File: src/rtl/pf_fetch.sv
// -----------------------------------------------------------------------------
// pf_fetch -- video-side reader for the 4-bank playfield RAM.
//
// Once per scanline, fetches H_PIXELS/32 32-bit words (four adjacent tile
// codes per word, byte n = column 4w+n) from RAM port B. It then streams one
// tile code per pixel-clock enable. The word after the one being displayed is
// prefetched into a second buffer, so every word swap happens with no gap.
//
// Optional feature macro: PF_FETCH_FLIP_EN
//   When defined, the module adds an input `flip` that is sampled at
//   line_start. With flip=1 the word order is 7..0, the byte order within a
//   word is 3..0, the tile row is ~vpos[7:3] and tile_line is ~vpos[2:0].
//
// Parameters
//   H_PIXELS  active pixels per line, a multiple of 32
//   RAM_LAT   clocks from an addr_b/ce_b change to valid dout_b (1..8)
//
// Ports
//   clk         in   system clock
//   reset       in   synchronous, active-high
//   pix_ce      in   pixel clock enable (one-clk pulses)
//   line_start  in   one-clk pulse, starts the fetch for scanline vpos
//   vpos[7:0]   in   scanline: [7:3] tile row, [2:0] row within tile
//   flip        in   (PF_FETCH_FLIP_EN only) mirrored fetch order
//   addr_b[7:0] out  RAM word address {tile row, word index}
//   ce_b[3:0]   out  RAM bank enables, active-low (4'h0 reading, 4'hF idle)
//   dout_b[31:0]in   RAM read data {bank3,bank2,bank1,bank0}
//   tile_code   out  tile code of the current pixel
//   tile_line   out  row within tile, latched at line_start
//   tile_px     out  pixel column within tile
//   tile_valid  out  high while tile_code/tile_line/tile_px are valid
// -----------------------------------------------------------------------------
module pf_fetch #(
    parameter int H_PIXELS = 256,
    parameter int RAM_LAT  = 1
) (
    input  logic        clk,
    input  logic        reset,
    input  logic        pix_ce,
    input  logic        line_start,
    input  logic [7:0]  vpos,
`ifdef PF_FETCH_FLIP_EN
    input  logic        flip,
`endif
    output logic [7:0]  addr_b,
    output logic [3:0]  ce_b,
    input  logic [31:0] dout_b,
    output logic [7:0]  tile_code,
    output logic [2:0]  tile_line,
    output logic [2:0]  tile_px,
    output logic        tile_valid
);

    localparam int NWORDS = H_PIXELS / 32;
    localparam int PX_W   = $clog2(H_PIXELS);
    localparam int WI_W   = $clog2(NWORDS) + 1;
    localparam int CNT_W  = 3;

    typedef enum logic [1:0] {S_IDLE, S_F0, S_F1, S_RUN} state_t;

    state_t             r_state, w_state_nxt;
    logic [CNT_W-1:0]   r_cnt;
    logic [WI_W-1:0]    r_widx;
    logic [PX_W-1:0]    r_px;
    logic [4:0]         r_row;
    logic               r_flip;
    logic               r_fetch;
    logic [31:0]        r_active;
    logic [31:0]        r_next;
    logic [7:0]         r_addr_b;
    logic [3:0]         r_ce_b;
    logic [7:0]         r_tile_code;
    logic [2:0]         r_tile_line;
    logic [2:0]         r_tile_px;
    logic               r_tile_valid;

    logic               w_flip_in;
    logic               w_lat_done;
    logic               w_px_last;
    logic               w_boundary;
    logic               w_more;
    logic [PX_W-1:0]    w_px_inc;
    logic [WI_W-1:0]    w_widx_inc;
    logic [4:0]         w_row_new;
    logic [31:0]        w_src;

`ifdef PF_FETCH_FLIP_EN
    assign w_flip_in = flip;
`else
    assign w_flip_in = 1'b0;
`endif

    // Physical word within the row: only the low 3 bits reach addr_b.
    function automatic logic [2:0] f_word_addr(input logic [WI_W-1:0] w, input logic fl);
        return fl ? ~w[2:0] : w[2:0];
    endfunction

    function automatic logic [7:0] f_byte(input logic [31:0] word, input logic [1:0] sel,
                                          input logic fl);
        logic [1:0] b;
        b = fl ? ~sel : sel;
        return word[8*b +: 8];
    endfunction

    assign w_lat_done = (r_cnt == '0);
    assign w_px_last  = (r_px == PX_W'(H_PIXELS - 1));
    assign w_boundary = (r_px[4:0] == 5'd31);
    assign w_more     = (r_widx < WI_W'(NWORDS - 1));
    assign w_px_inc   = r_px + 1'b1;
    assign w_widx_inc = r_widx + 1'b1;
    assign w_row_new  = w_flip_in ? ~vpos[7:3] : vpos[7:3];
    // On a word boundary the prefetched word becomes current in the same clock.
    assign w_src      = w_boundary ? r_next : r_active;

    always_ff @(posedge clk) begin
        if (reset) begin
            r_state <= S_IDLE;
        end else begin
            r_state <= w_state_nxt;
        end
    end

    always_comb begin
        w_state_nxt = r_state;
        if (line_start) begin
            w_state_nxt = S_F0;
        end else begin
            unique case (r_state)
                S_IDLE: w_state_nxt = S_IDLE;
                S_F0:   if (w_lat_done) w_state_nxt = S_F1;
                S_F1:   if (w_lat_done) w_state_nxt = S_RUN;
                S_RUN:  if (pix_ce && w_px_last) w_state_nxt = S_IDLE;
                default: w_state_nxt = S_IDLE;
            endcase
        end
    end

    always_ff @(posedge clk) begin
        if (reset) begin
            r_cnt        <= '0;
            r_widx       <= '0;
            r_px         <= '0;
            r_row        <= '0;
            r_flip       <= 1'b0;
            r_fetch      <= 1'b0;
            r_active     <= '0;
            r_next       <= '0;
            r_addr_b     <= '0;
            r_ce_b       <= 4'hF;
            r_tile_code  <= '0;
            r_tile_line  <= '0;
            r_tile_px    <= '0;
            r_tile_valid <= 1'b0;
        end else if (line_start) begin
            // A new line aborts whatever is in progress, including a pending fetch.
            r_flip       <= w_flip_in;
            r_row        <= w_row_new;
            r_tile_line  <= w_flip_in ? ~vpos[2:0] : vpos[2:0];
            r_widx       <= '0;
            r_addr_b     <= {w_row_new, f_word_addr('0, w_flip_in)};
            r_ce_b       <= 4'h0;
            r_cnt        <= CNT_W'(RAM_LAT - 1);
            r_fetch      <= 1'b0;
            r_px         <= '0;
            r_tile_px    <= '0;
            r_tile_valid <= 1'b0;
        end else begin
            unique case (r_state)
                S_F0: begin
                    if (w_lat_done) begin
                        r_active <= dout_b;
                        r_widx   <= w_widx_inc;
                        r_addr_b <= {r_row, f_word_addr(w_widx_inc, r_flip)};
                        r_cnt    <= CNT_W'(RAM_LAT - 1);
                    end else begin
                        r_cnt <= r_cnt - 1'b1;
                    end
                end
                S_F1: begin
                    if (w_lat_done) begin
                        r_next       <= dout_b;
                        r_ce_b       <= 4'hF;
                        r_px         <= '0;
                        r_tile_px    <= '0;
                        r_tile_code  <= f_byte(r_active, 2'd0, r_flip);
                        r_tile_valid <= 1'b1;
                    end else begin
                        r_cnt <= r_cnt - 1'b1;
                    end
                end
                S_RUN: begin
                    if (r_fetch) begin
                        if (w_lat_done) begin
                            r_next  <= dout_b;
                            r_ce_b  <= 4'hF;
                            r_fetch <= 1'b0;
                        end else begin
                            r_cnt <= r_cnt - 1'b1;
                        end
                    end
                    if (pix_ce) begin
                        if (w_px_last) begin
                            r_tile_valid <= 1'b0;
                        end else begin
                            r_px        <= w_px_inc;
                            r_tile_px   <= w_px_inc[2:0];
                            r_tile_code <= f_byte(w_src, w_px_inc[4:3], r_flip);
                            if (w_boundary) begin
                                r_active <= r_next;
                                // r_widx tracks the word held in r_next.
                                if (w_more) begin
                                    r_widx   <= w_widx_inc;
                                    r_addr_b <= {r_row, f_word_addr(w_widx_inc, r_flip)};
                                    r_ce_b   <= 4'h0;
                                    r_cnt    <= CNT_W'(RAM_LAT - 1);
                                    r_fetch  <= 1'b1;
                                end
                            end
                        end
                    end
                end
                default: ;
            endcase
        end
    end

    assign addr_b     = r_addr_b;
    assign ce_b       = r_ce_b;
    assign tile_code  = r_tile_code;
    assign tile_line  = r_tile_line;
    assign tile_px    = r_tile_px;
    assign tile_valid = r_tile_valid;

endmodule
File: config.mk
export PLATFORM = sky130hd
export DESIGN_NAME = pf_fetch
export DESIGN_NICKNAME = d
export VERILOG_FILES = /design/src/rtl/pf_fetch.sv
export SDC_FILE = /design/constraint.sdc
export NUM_CORES = 1
export LEC_CHECK = 0
export CORE_MARGIN = 3
export CORE_UTILIZATION = 35
export CTS_CLUSTER_DIAMETER = 100
export DETAILED_ROUTE_END_ITERATION = 12
export PLACE_DENSITY = 0.56
export RECOVER_POWER = 100
export SYNTH_ARGS = -nofsm -noshare
export SYNTH_HDL_FRONTEND = slang
export SYNTH_SLANG_ARGS = --single-unit
export TNS_END_PERCENT = 20
File: constraint.sdc
create_clock -name clk -period 4.87 [get_ports clk]
set_input_delay 0.487 -clock clk [delete_from_list [all_inputs] [get_ports clk]]
set_output_delay 0.487 -clock clk [all_outputs]
set_load 0.02 [all_outputs]
== Yosys cells after proc, flatten, opt, wreduce, memory -nomap -nowiden ==
Cells that the tools add are included.

* Add/subtract/negate cells: 3
* Order comparisons: 1
* Equal/unequal tests: 21
* Shift-type cells: 1
* Muxes and demuxes: 64
* Bitwise logic cells: 1
* Reduce and logical (&&, ||, !) cells: 18

{| class="wikitable"
|+ Operators by type and width
! operator !! number
|-
| two-way mux 32 bit || 6
|-
| case mux 32 bit (2 select lines) || 2
|-
| two-way mux 8 bit || 12
|-
| two-way mux 4 bit || 12
|-
| case mux 8 bit (2 select lines) || 3
|-
| indexed part select 32 x 6 -> 8 bit || 1
|-
| two-way mux 3 bit || 10
|-
| != test 3 bit, second input constant || 7
|-
| != test 2 bit, second input constant || 9
|-
| case mux 4 bit (2 select lines) || 2
|-
| AND reduction 6 bit || 2
|-
| two-way mux 1 bit || 10
|-
| AND reduction 5 bit || 2
|-
| case mux 3 bit (3 select lines) || 1
|-
| AND reduction 3 bit || 3
|-
| nonzero test 3 bit || 3
|-
| adder 8 x 1 -> 8 bit, second input constant || 1
|-
| equality test 8 bit, second input constant || 1
|-
| case mux 2 bit (4 select lines) || 1
|-
| AND reduction 4 bit || 2
|-
| two-way mux 2 bit || 3
|-
| case mux 3 bit (2 select lines) || 1
|-
| equality test 5 bit, second input constant || 1
|-
| adder 4 x 1 -> 4 bit, second input constant || 1
|-
| other kinds (11) || 13
|}

* Register bits after elaboration: 114
* Output and inout bits: 27
* Logic and storage cells: 125

== Depth between registers and ports, before layout ==
Gate-level depths: netlist (run 1).

* Word-level depth: 9
* Mapped depth: 10
* Mapped depth without buffers: 9

== Worst setup path after synthesis (run 1) ==
OpenSTA, ideal clock, no wires.

* Kind: register -> register
* Start point: register r_px[0]
* End point: register r_tile_code[6], in the netlist tile_code[6]
* Data arrival time: 2.082 ns
* Data required time: 4.728 ns
* Slack: 2.646 ns
* Stages on the path, launching flop included: 10
* Buffers on the path: 2
* Clock period less this slack: 2.224 ns
* Cells stage by stage: dfxtp_1 > ha_1 > and3_1 > ha_1 > nand2b_1 > clkbuf_1 > clkbuf_1 > nor2_1 > a221oi_1 > a311oi_2

* Word-level cells in the longest chain between the ends: 6
* Elaborated cells between the ends (all ways): 10

{| class="wikitable"
|+ RTL lines
! item !! line !! text
|-
| from (decl) || 64 || <nowiki>logic [PX_W-1:0] r_px;</nowiki>
|-
| from (signal assigned) || 205 || <nowiki>r_px <= w_px_inc;</nowiki>
|-
| parallel branches: the longest is 6 deep, another holds adder 8 x 1 -> 8 bit || -- ||
|-
| to (signal assigned) || 185 || <nowiki>r_tile_code <= f_byte(r_active, 2'd0, r_flip);</nowiki>
|-
| to (signal assigned) || 207 || <nowiki>r_tile_code <= f_byte(w_src, w_px_inc[4:3], r_flip);</nowiki>
|-
| to (decl) || 72 || <nowiki>logic [7:0] r_tile_code;</nowiki>
|}

Parallel ways; which one is timed is not known. The select of a mux whose other input is x is not followed.
A chain may end at the register's enable or synchronous reset.

== Worst setup path after layout (run 1) ==
* Start point: register r_state[0]
* End point: register r_tile_code[5], in the netlist tile_code[5]

* Word-level cells in the longest chain between the ends: 3
* Elaborated cells between the ends (all ways): 8

{| class="wikitable"
|+ RTL lines
! item !! line !! text
|-
| from (decl) || 61 || <nowiki>state_t r_state, w_state_nxt;</nowiki>
|-
| from (signal assigned) || 119 || <nowiki>r_state <= w_state_nxt;</nowiki>
|-
| equality test 2 bit || 168 || <nowiki>unique case (r_state)</nowiki>
|-
| != test 2 bit (no line) / nonzero test 2 bit (equally long branches) || -- ||
|-
| AND reduction 5 bit (no line) || -- ||
|}

Parallel ways exist; a longest one is shown, timed or not.

==> flow_summary.yaml, run 1 <==
global_route:
  grt_antenna_before_repair: 0
  grt_usage_pct: 16.3
  grt_pass1_wl_um: 21800
  grt-ovfl-total: 0
  grt_max_degree: 56
  grt_pass1_vias: 4294
pwr:
  power_density_nw_per_um2: 287
  swShare_pct: 25.0
  p_comb_share_pct: 10.7
  p_clk_share_pct: 37.5
  peakVddDrop_mv: 0.194
  seq_power_share_pct: 51.8
  p_leak_uw: 0.00213
  p_int_uw: 1340
  switchingPower_uw: 449
sta:
  fmax_mhz: 278
  rsz0062_at_grt: "no"
  hold_ws_ns: 0.451
  fin_setup_tns_ns: 0
  final-hold-violation-count: 0
  slew_viol_final: 0
  setup_viol: 0
  maxSlewHeadroom_pct: 1.51
  min_period_over_period_pct: 73.8
  worst_pin_slew_ns: 1.48
  min_period_ns: 3.59
  skew_ns: 0.0107
layout:
  fin_nets: 693
  area_growth_pct: 18.4
  n_antenna_cell: 0
  drive_above_1_share_pct: 4.83
  postLayoutCellArea_um2: 6240
  post-route-util_pct: 42.6
die:
  rows: 44
  die_w_um: 129
  core-area_um2: 14600
  dieArea_um2: 16600
  die-height_um: 129
  ios: 71
  start_util_pct: 36.0
logic_synthesis:
  synthesis.area_um2: 5280
  synth_flop_cell: "dfxtp_1"
  avgSynthCellArea_um2: 8.76
  synth_edf_count: 0
  yosysWarnings: 0
  synth_cell_types: 49
  synthCells: 602
  ys_seq_area_share_pct: 41.0
  ys_ff_latch: 108
  async_flop_share_pct: 0
  syn_nets: 657
clock_network:
  path_clk_slew_ns: 0.07
  cts_resized: 0
  cts_hold_buffers: 0
  htree_levels: 3
  clock-sinks: 108
  cts-root-buf: "clkbuf_16"
  post-cts-setup-buffers: 0
  cts_buffers: 9
  cts_tree: "done"
  clockBufferDepth: 2
  clk_latency_ns: 0.35
worst_hold_path:
  hold_path_startpoint: "r_active[23]$_SDFFE_PP0P_"
  hold_class: "reg -> reg"
worst_setup_path:
  cp-startpoint: "r_state[0]$_SDFFE_PP0P_"
  arrival_ns: 3.85
  worst-path-max-fanout: 44
  cp_common_cell: "nor2_1"
  critPathSlowestCell: "ha_1"
  start_kind: "register"
  path_cells: "ha_1 > nor2_1 > a211oi_1 > and3b_1 > nor2_1 > a311oi_2"
  slowest_delay_ns: 1.18
  crit_buf_inv: 0
  worstSetupPathType: "reg -> reg"
  timing.reg2reg.setup_slack_ns: 1.28
  r2r_start: "r_state[0]$_SDFFE_PP0P_"
  end_kind: "register"
  cp.required_ns: 5.13
  critPathTopFamily: "adder cells"
placement:
  gp_congestion: 0.804
  port_buffers: 70
  dpl.hpwl_um: 8880
  placed_cell_area_um2: 6000
route:
  drtIter0Drc: 235
  final_antenna_net_count: 0
  drc: 0
  finalWirelength_um: 13400
  via_per_inst: 5.31
  drt_pass1_iterations: 5
  route.detailed.wl_per_inst_um: 16.2
  vias: 4389
run_status:
  status: "completed"
job:
  drv_cap: 0
metrics by stage:
stage | cells | total power (uW) | setup slack (ns)
after floorplan | 602 | 1060 | 2.65
after global placement | 811 | 1140 | 1.91
after detailed placement | 811 | 1150 | 1.87
after CTS | 826 | 1820 | 1.84
after global routing | 826 | 1860 | 0.875
final | 826 | 1790 | 1.28
cell type report:
class / count / area [um^2]
fill: 1473 / 8400
multi-input combinational: 430 / 2800
sequential: 108 / 2160
timing repair buffer: 76 / 741
clock buffer: 11 / 233
tap: 184 / 230
inverter: 13 / 48.8
clock inverter: 4 / 26.3
state kept, by name, summed over array words and instances (netlist names):
signal / cells
addr_b: 5
r_cnt: 3
r_active: 32
tile_code: 8
r_widx: 4
tile_valid: 1
tile_line: 3
r_next: 32
r_px: 8
r_fetch: 1
r_state: 2
r_row: 5
ce_b: 4
worst min-delay path: cells and delay by family, from the launching register on:
| family | cells | cell delay [ns] |
|---|---|---|
| AOI/OAI and AO/OA | 1 | 0.05 |
| DFF | 1 | 0.31 |
| and+or+nand+nor | 1 | 0.05 |
logic make-up after synthesis:
group,after synthesis,synth area share (%)
fa+ha+maj,11,2.61
flops,108,41.0
buf+inv,64,6.10
mux,83,15.7
simple gates,200,16.4
xor+xnor,5,0.830
compound gates,131,17.3
power by group through the flow:
| stage | sequential (uW) | clock [uW] | combinational, uW |
|---|---|---|---|
| finish | 928 | 672 | 192 |
| global route | 932 | 718 | 211 |
| CTS | 929 | 691 | 200 |
| detailed placement | 949 | 0 | 199 |
| global placement | 948 | 0 | 195 |
| floorplan | 958 | 0 | 100 |
Yosys cell counts, drive strengths merged (5+ instances only):
library cell	n	area, um^2
nand4	6	37.5
nor2	75	282
mux2i	83	831
nand3	5	25.0
ha	11	138
xor2	5	43.8
o22a	5	43.8
a221oi	8	70.1
buf	23	168
a21oi	45	225
o21ai	7	35.0
o211ai	35	263
nand2	82	308
inv	13	48.8
dfxtp	108	2160
clkbuf	28	105
nor3	10	50.1
a311oi	8	82.6
cells in the final DEF (no fill, tap or decap), drive strengths merged, types with 3 or more instances in the layout:
cell / count
clkdlybuf4s50: 41
nand3: 5
a311oi: 8
nor3: 10
a211oi: 3
nand2b: 4
ha: 11
inv: 14
o21bai: 4
a31oi: 4
and3: 3
a22oi: 4
buf: 7
nand2: 82
o21ai: 7
nor2b: 3
a221oi: 8
nand4: 6
o211ai: 35
clkbuf: 11
o22a: 5
nor2: 75
a21oi: 45
mux2i: 83
dfxtp: 108
xor2: 5
dlygate4sd3: 28
final timing paths:
path | to | cells after the start
setup / recovery | tile_code[5]$_SDFFE_PP0P_ | 6
hold / removal | r_active[23]$_SDFFE_PP0P_ | 2
setup reg to reg | tile_code[5]$_SDFFE_PP0P_ | 6
hold reg to reg | r_active[23]$_SDFFE_PP0P_ | 2
routing by layer:
| layer | vias to the layer above | global-route usage (%) | wire length [um] |
|---|---|---|---|
| met3 | 14 | 2.37 | 464 |
| met2 | 95 | 26.0 | 6140 |
| li1 | 2198 | - | - |
| met4 | 0 | 6.49 | 245 |
| met5 | - | 0 | 0 |
| met1 | 2082 | 22.1 | 6540 |
Power figures use the tool's default switching activity.
==> inputs of run 2 (changes only) <==
==> constraint.sdc (replaced) <==
create_clock -name clk -period 3.5 [get_ports clk]
set_input_delay 0.35 -clock clk [delete_from_list [all_inputs] [get_ports clk]]
set_output_delay 0.35 -clock clk [all_outputs]
set_load 0.02 [all_outputs]
==> flow_summary.yaml, run 2 (synthesized netlist as in run 1, its figures left out) <==
clock_network:
  clock-sinks: 108
  cts_buffers: 9
  path_clk_slew_ns: 0.07
  cts_tree: "done"
  cts_hold_buffers: 0
  cts-root-buf: "clkbuf_16"
  clockBufferDepth: 2
  cts_resized: 0
  post-cts-setup-buffers: 0
  clk_latency_ns: 0.35
  htree_levels: 3
worst_setup_path:
  r2r_cells: 9
  worst-path-max-fanout: 32
  path_cells: "inv_1 > ha_1 > nor2b_1 > inv_2 > a21oi_1 > nor2b_1 > buf_4 > mux2i_1 > nor2_1"
  worstSetupPathType: "reg -> reg"
  critPathTopFamily: "buffers and inverters"
  timing.reg2reg.setup_slack_ns: 0.55
  critPathSlowestCell: "buf_4"
  crit_buf_inv: 3
  slowest_delay_ns: 0.53
  cp.required_ns: 3.71
  r2r_end: "r_next[8]$_SDFFE_PP0P_"
  start_kind: "register"
  cp-startpoint: "r_cnt[0]$_SDFFE_PP0P_"
  cp_common_cell: "nor2b_1"
  end_kind: "register"
  r2r_start: "r_cnt[0]$_SDFFE_PP0P_"
  arrival_ns: 3.16
pwr:
  power_density_nw_per_um2: 425
  p_leak_uw: 0.00217
  switchingPower_uw: 648
  total_power_uw: 2690
  p_comb_share_pct: 10.1
  p_clk_share_pct: 41.9
  seq_power_share_pct: 48.0
  swShare_pct: 24.1
  p_int_uw: 2040
  peakVddDrop_mv: 0.238
die:
  ios: 71
  rows: 44
  die-height_um: 129
  core-area_um2: 14600
  dieArea_um2: 16600
  start_util_pct: 36.0
  die_w_um: 129
placement:
  dp_slack_ns: 0.836
  port_buffers: 70
  dpl.hpwl_um: 9110
  dp_cells: 814
  gp_congestion: 0.802
global_route:
  grt_max_degree: 74
  grt_usage_pct: 17.0
  grt-ovfl-total: 0
  grt_antenna_before_repair: 0
  grt_pass1_wl_um: 22600
  grt_pass1_vias: 4320
layout:
  multi_input_area_um2: 2790
  nFillCells: 1485
  largestRegisters: "r_active: 32 flops, r_next: 32 flops"
  drive_above_1_share_pct: 4.80
  most-common-layout-cells: "dfxtp_1, mux2i_1, nand2_1"
  layout.cells.most_common: "dfxtp_1"
  layout.cells.non_filler: 830
  n_antenna_cell: 0
  regArea_um2: 2160
  area_growth_pct: 19.9
  fin_nets: 696
sta:
  slew_viol_final: 0
  rsz0062_at_grt: "no"
  maxSlewHeadroom_pct: 34.0
  fin_setup_tns_ns: 0
  min_period_ns: 2.95
  setup_viol: 0
  worst_pin_slew_ns: 0.991
  final-hold-violation-count: 0
  min_period_over_period_pct: 84.3
  finalWorstSetupSlack_ns: 0.551
  fmax_mhz: 339
  skew_ns: 0.00691
route:
  route.detailed.wl_per_inst_um: 16.5
  vias: 4406
  via_per_inst: 5.31
  drt_pass1_iterations: 4
  drtIter0Drc: 294
  drc: 0
  final_antenna_net_count: 0
  finalWirelength_um: 13700
worst_hold_path:
  hold_depth: 2
  hold_path_startpoint: "reset"
  hold_class: "in -> reg"
  holdPathEnd: "tile_line[0]$_SDFFE_PP0P_"
run_status:
  status: "completed"
job:
  drv_cap: 0
## run 2: cell types whose count changed in the layout (fill, tap and decap cells not counted), sizes merged
cell / previous run / this run
clkbuf: 11 / 12
bufinv: 0 / 2
buf: 7 / 9
clkinvlp: 1 / 0
inv: 14 / 15
clkinv: 2 / 1
## run 2: power groups by stage
stage	registers (uW)	logic [uW]	clock network, uW
global route	1300	298	1200
global placement	1320	276	0
detailed placement	1320	281	0
finish	1290	271	1130
CTS	1290	282	1160
floorplan	1330	139	0
## run 2: area by class of cell
cell class              instances  share of cell area, %
well taps                     184                   3.64
flip-flops and latches        108                   34.2
multi-input cells             430                   44.1
inverters                      13                  0.771
repair buffers                 79                   12.2
clock inverters                 5                   1.31
clock buffers                  11                   3.84
## run 2: metrics by stage
| stage | area, um^2 | util (%) | hold WS [ns] |
|---|---|---|---|
| 2_1_floorplan | 5280 | - | 0.431 |
| 3_3_place_gp | 6030 | 41.2 | 0.437 |
| 3_5_place_dp | 6030 | 41.2 | 0.443 |
| 4_1_cts | 6360 | 43.4 | 0.346 |
| 5_1_grt | 6330 | 43.2 | 0.361 |
| 6_report | 6330 | 43.2 | 0.350 |
## run 2: worst max-delay path by stage
stage / end / slack [ns] / cells after the start
6_report: r_next[8]$_SDFFE_PP0P_ / 0.55 / 9
3_5_place_dp: r_next[3]$_SDFFE_PP0P_ / 0.84 / 9
2_1_floorplan: tile_code[6]$_SDFFE_PP0P_ / 1.28 / 9
5_1_grt: r_next[3]$_SDFFE_PP0P_ / 0.30 / 9
3_3_place_gp: tile_code[3]$_SDFFE_PP0P_ / 0.91 / 6
4_1_cts: r_next[20]$_SDFFE_PP0P_ / 0.82 / 9
## run 2: worst register-to-register path: cells and delay by family (launching register included)
| kind | cells | cell delay [ns] |
|---|---|---|
| flops | 1 | 0.33 |
| simple gates | 3 | 0.72 |
| fa+ha+maj | 1 | 0.22 |
| compound gates | 1 | 0.42 |
| buf+inv | 3 | 0.84 |
| mux | 1 | 0.28 |
## run 2: layer usage
layer | wire length [um] | part of all wire [%] | global-route usage [%] | up-vias
met5 | 0 | 0 | 0 | -
met4 | 277 | 2.0 | 6.67 | 0
met3 | 399 | 2.9 | 2.41 | 19
met2 | 6170 | 45 | 26.2 | 78
met1 | 6840 | 50 | 24.0 | 2107
li1 | - | - | - | 2202
